--- src/rtl/rr_arb_pkg.sv ---
// Shared definitions for the 4-channel round-robin arbiter.
// Holds the FSM state type, the channel count and a one-hot helper.
package rr_arb_pkg;

   localparam int NCH = 4;

   typedef enum logic {
      IDLE  = 1'b0,
      GRANT = 1'b1
   } state_t;

   function automatic logic [NCH-1:0] onehot4(input logic [1:0] i);
      onehot4 = 4'b0001 << i;
   endfunction

endpackage

--- src/rtl/rr_pick4.sv ---
// Combinational rotate-priority picker for four requesters.
// Ports: req[3:0] requests, ptr[1:0] last owner (lowest priority);
//        any = some request set, idx[1:0] = first set bit after ptr.
module rr_pick4
   import rr_arb_pkg::*;
(
   input  logic [NCH-1:0] req,
   input  logic [1:0]     ptr,
   output logic           any,
   output logic [1:0]     idx
);

   // Walk from farthest (ptr+4 == ptr) to nearest (ptr+1) so the
   // nearest set bit is the last one written and therefore wins.
   always_comb begin
      logic [1:0] c;
      any = 1'b0;
      idx = ptr;
      c   = ptr;
      for (int k = NCH; k >= 1; k--) begin
         c = ptr + 2'(k);
         if (req[c]) begin
            any = 1'b1;
            idx = c;
         end
      end
   end

endmodule

--- src/rtl/rr_arb4.sv ---
// Round-robin arbiter for four channels with a bounded hold time.
// Ports: clk, rst (sync, active-high), req[3:0], done;
//        gnt[3:0] one-hot grant, valid, s1/s0 owner select (all registered).
module rr_arb4
   import rr_arb_pkg::*;
#(
   parameter int MAX_HOLD = 8
)
(
   input  logic           clk,
   input  logic           rst,
   input  logic [NCH-1:0] req,
   input  logic           done,
   output logic [NCH-1:0] gnt,
   output logic           valid,
   output logic           s0,
   output logic           s1
);

   localparam int CW = $clog2(MAX_HOLD);
   localparam logic [CW-1:0] CNT_LAST = CW'(MAX_HOLD - 1);

   state_t         state;
   state_t         state_nxt;
   logic [1:0]     owner;
   logic [1:0]     owner_nxt;
   logic [1:0]     ptr;
   logic [1:0]     ptr_nxt;
   logic [CW-1:0]  cnt;
   logic [CW-1:0]  cnt_nxt;
   logic [NCH-1:0] gnt_nxt;
   logic           valid_nxt;
   logic           pick_any;
   logic [1:0]     pick_idx;
   logic           rel;

   rr_pick4 u_pick (
      .req (req),
      .ptr (ptr),
      .any (pick_any),
      .idx (pick_idx)
   );

   always_comb begin
      state_nxt = state;
      owner_nxt = owner;
      ptr_nxt   = ptr;
      cnt_nxt   = cnt;
      rel       = done | ~req[owner] | (cnt == CNT_LAST);
      unique case (state)
         IDLE: begin
            if (pick_any) begin
               state_nxt = GRANT;
               owner_nxt = pick_idx;
               cnt_nxt   = '0;
            end
         end
         GRANT: begin
            if (rel) begin
               // Owner becomes lowest priority for the next pick.
               state_nxt = IDLE;
               ptr_nxt   = owner;
               cnt_nxt   = '0;
            end else begin
               cnt_nxt = cnt + 1'b1;
            end
         end
         default: begin
            state_nxt = IDLE;
         end
      endcase
      // Outputs are computed from next state and registered below;
      // owner is kept in IDLE so the mux select never moves.
      valid_nxt = (state_nxt == GRANT);
      gnt_nxt   = valid_nxt ? onehot4(owner_nxt) : '0;
   end

   always_ff @(posedge clk) begin
      if (rst) begin
         state <= IDLE;
         owner <= 2'd0;
         ptr   <= 2'd3;
         cnt   <= '0;
         gnt   <= '0;
         valid <= 1'b0;
         s0    <= 1'b0;
         s1    <= 1'b0;
      end else begin
         state <= state_nxt;
         owner <= owner_nxt;
         ptr   <= ptr_nxt;
         cnt   <= cnt_nxt;
         gnt   <= gnt_nxt;
         valid <= valid_nxt;
         s0    <= owner_nxt[0];
         s1    <= owner_nxt[1];
      end
   end

endmodule

--- config.mk ---
export PLATFORM = sky130hd
export DESIGN_NAME = rr_arb4
export DESIGN_NICKNAME = d
export VERILOG_FILES = /design/src/rtl/rr_arb_pkg.sv /design/src/rtl/rr_pick4.sv /design/src/rtl/rr_arb4.sv
export SDC_FILE = /design/constraint.sdc
export NUM_CORES = 1
export LEC_CHECK = 0
export CAP_MARGIN = 20
export CORE_AREA = 4 4 41 43
export CTS_CLUSTER_SIZE = 24
export DETAILED_ROUTE_END_ITERATION = 10
export DIE_AREA = 0 0 45 47
export PLACE_DENSITY = 0.68
export SKIP_LAST_GASP = 1
export SYNTH_ARGS = -nofsm -noshare
export SYNTH_HDL_FRONTEND = slang
export SYNTH_HIERARCHICAL = 1
export SYNTH_SLANG_ARGS = --single-unit
--- constraint.sdc ---
create_clock -name clk -period 2.5 [get_ports clk]
set_input_delay 0.5 -clock clk [delete_from_list [all_inputs] [get_ports clk]]
set_output_delay 0.5 -clock clk [all_outputs]
set_load 0.03 [all_outputs]
==> metrics.yaml <==
crit_path_max_incr_delay_ns: 0.58
io-pin-count: 14
rsz0062_at_grt: "false"
critPathMaxFanout: 5
dieHeight_um: 47
drtIter0Drc: 7
numCtsBuffers: 3
placed_cell_area_sq_um: 723
cp.required_ns: 2.69
synth_top_area_share_pct: 42.1
clock_latency_ns: 0.27
antenna_found_initial: 0
core-area_sq_um: 1300
detail_route.wl_per_cell_um: 12.4
clkTransAtPathRegs_ns: 0.07
tns_ns: 0
cts_tree: "done"
syn-num-nets: 72
grt_pass1_wl_um: 2160
synth_top_cell_by_area: "dfxtp_1"
leakage_nw: 0.323
synthCells: 63
maxCapViolCount: 0
avgSynthCellArea_sq_um: 9.06
grt_max_degree: 9
relSlewSlack_pct: 75.4
worstSetupPathType: "input port to flop"
arrival_ns: 2.28
hp-class: "flop to flop"
finClkSkew_ns: 0.000530
grt_pass1_vias: 515
postCtsHoldBufs: 0
vias_per_cell: 5.31
rows: 13
synth_warnings: 6
post-dp-hpwl_um: 899
cts-root-buf: "clkbuf_4"
cts_resized: 0
crit_chain: "clkdlybuf4s50_1 -> or4_1 -> nor2b_1 -> mux2i_1 -> nor3b_1"
post_cts.repair.setup_buffers: 0
yosys-top-cells-area: "dfxtp_1 42%, mux2i_1 8.8%, nor2_1 4.6%, ha_1 4.4%, a32o_1 3.5%"
cp-end-kind: "flop"
diodes: 0
grt_overflow_total: 0
finalCritPeriodShare_pct: 83.5
grt_usage_pct: 14.3
worst_pin_slew_ns: 0.359
start_util_pct: 43.8
layout_min_cycle_time_ns: 2.09
synth.yosys.seq_area_share_pct: 42.1
area_growth_pct: 33.1
synth_seq_cells: 12
place.gp.congestion: 0.807
ant_nets: 0
dr.pass1.iters: 4
fmax_mhz: 479
cts.sinks: 12
power_density_nw_per_um2: 671
route.detailed.drc: 0
final-hold-violation-count: 0
setup.worst_path.start_class: "input port"
crit_slowest_cell: "or4_1"
port_buffers: 13
status: "finished clean"
worst_hold_slack_ns: 0.484
design_area_sq_um: 759
slew_viol_final: 0
cts_buffer_depth: 2
drive_gt1_share_pct: 10.0
dieArea_sq_um: 2120
fin_nets: 90
fp.dieW_um: 45
syn_area_sq_um: 571
vdd_drop_max_mv: 0.382
wl_um: 1180
htree_levels: 1
via_count: 504
setup_viol: 0
ys_types: 25
-- placed cells by master, fill, tap and decap left out --
cell              n
nand2_2           1
inv_1             5
nand2b_1          1
ha_1              2
nor3_1            4
and2_1            1
a32o_1            2
nand2_1           3
dfxtp_1          12
nand3_1           2
o221ai_2          1
o31ai_1           1
a221o_1           1
mux2i_1           5
o22ai_1           2
buf_4             1
or3b_4            1
a21oi_1           3
clkbuf_4          3
clkbuf_8          1
or3_1             1
a31oi_1           1
nor2_1            7
or4_1             1
clkdlybuf4s50_1  13
o211ai_1          1
nor3b_1           2
nor2b_1           2
-- cell families (layout without fill, tap and decap cells) --
logic type	Yosys count	count (layout)	synth area share (%)
and+or+nand+nor	26	26	24.3
buffers and inverters	6	23	3.95
DFF	12	12	42.1
AOI/OAI and AO/OA	12	12	16.4
muxes	5	5	8.77
adders and majority gates	2	2	4.39
-- Yosys cell counts --
cell,number
inv_1,5
o211ai_1,1
o31ai_1,1
clkbuf_1,1
nand2b_1,1
nor2b_1,2
a32o_1,2
nand2_2,1
or3b_4,1
o22ai_1,2
or4_1,1
nor2_1,7
nand3_1,2
nand2_1,3
and2_1,1
ha_1,2
or3_1,1
a21oi_1,3
nor3_1,4
o221ai_2,1
dfxtp_1,12
a221o_1,1
mux2i_1,5
a31oi_1,1
nor3b_1,2
-- stage by stage --
stage,total power [mW],std cells,utilization (%),setup WS (ns)
floorplan,0.313,63,-,0.720
global placement,0.363,91,55.6,0.156
detailed placement,0.364,91,55.6,0.151
global route,0.541,95,58.4,0.228
finish,0.509,95,58.4,0.413
CTS,0.517,95,58.4,0.415
-- power by group --
| group | switching (mW) | internal (mW) | total (mW) | leakage [nW] |
|---|---|---|---|---|
| Combinational | 0.0713 | 0.0612 | 0.132 | 0.204 |
| Clock | 0.0620 | 0.0884 | 0.150 | 0.0210 |
| Sequential | 0.0180 | 0.208 | 0.226 | 0.0984 |
-- layer usage --
layer | wire, um | up-vias | part of all wire [%] | track usage [%]
li1 | - | 265 | - | -
met4 | 18 | 0 | 1.5 | 9.94
met1 | 589 | 222 | 50 | 17.1
met2 | 514 | 13 | 43 | 22.0
met5 | 0 | - | 0 | 0
met3 | 60 | 4 | 5.1 | 4.21
-- registers in the layout, summed over array words and instances (netlist names) --
name / count
gnt: 4
cnt: 3
ptr: 2
owner: 1
s1: 1
state: 1
-- worst max-delay path, delay by kind of cell --
| family | cells | cell delay [ns] |
|---|---|---|
| simple gates | 3 | 0.99 |
| buf+inv | 1 | 0.45 |
| mux | 1 | 0.33 |
-- worst paths after layout --
kind	from	to	slack, ns	cells after the start
max reg2reg	cnt[0]$_SDFFE_PP0P_	gnt[2]$_SDFF_PP0_	0.73	6
min	cnt[2]$_SDFFE_PP0P_	cnt[2]$_SDFFE_PP0P_	0.48	1
min reg2reg	cnt[2]$_SDFFE_PP0P_	cnt[2]$_SDFFE_PP0P_	0.48	1
max	req[2]	gnt[2]$_SDFF_PP0_	0.41	5
-- final cells by class --
cell class,instances,area [sq um]
timing repair buffer,14,138
tap,15,18.8
multi-input combinational,45,308
fill,114,542
clock buffer,4,36.3
inverter,5,18.8
sequential,12,240
Note: power is estimated with default switching activity, not from simulation.
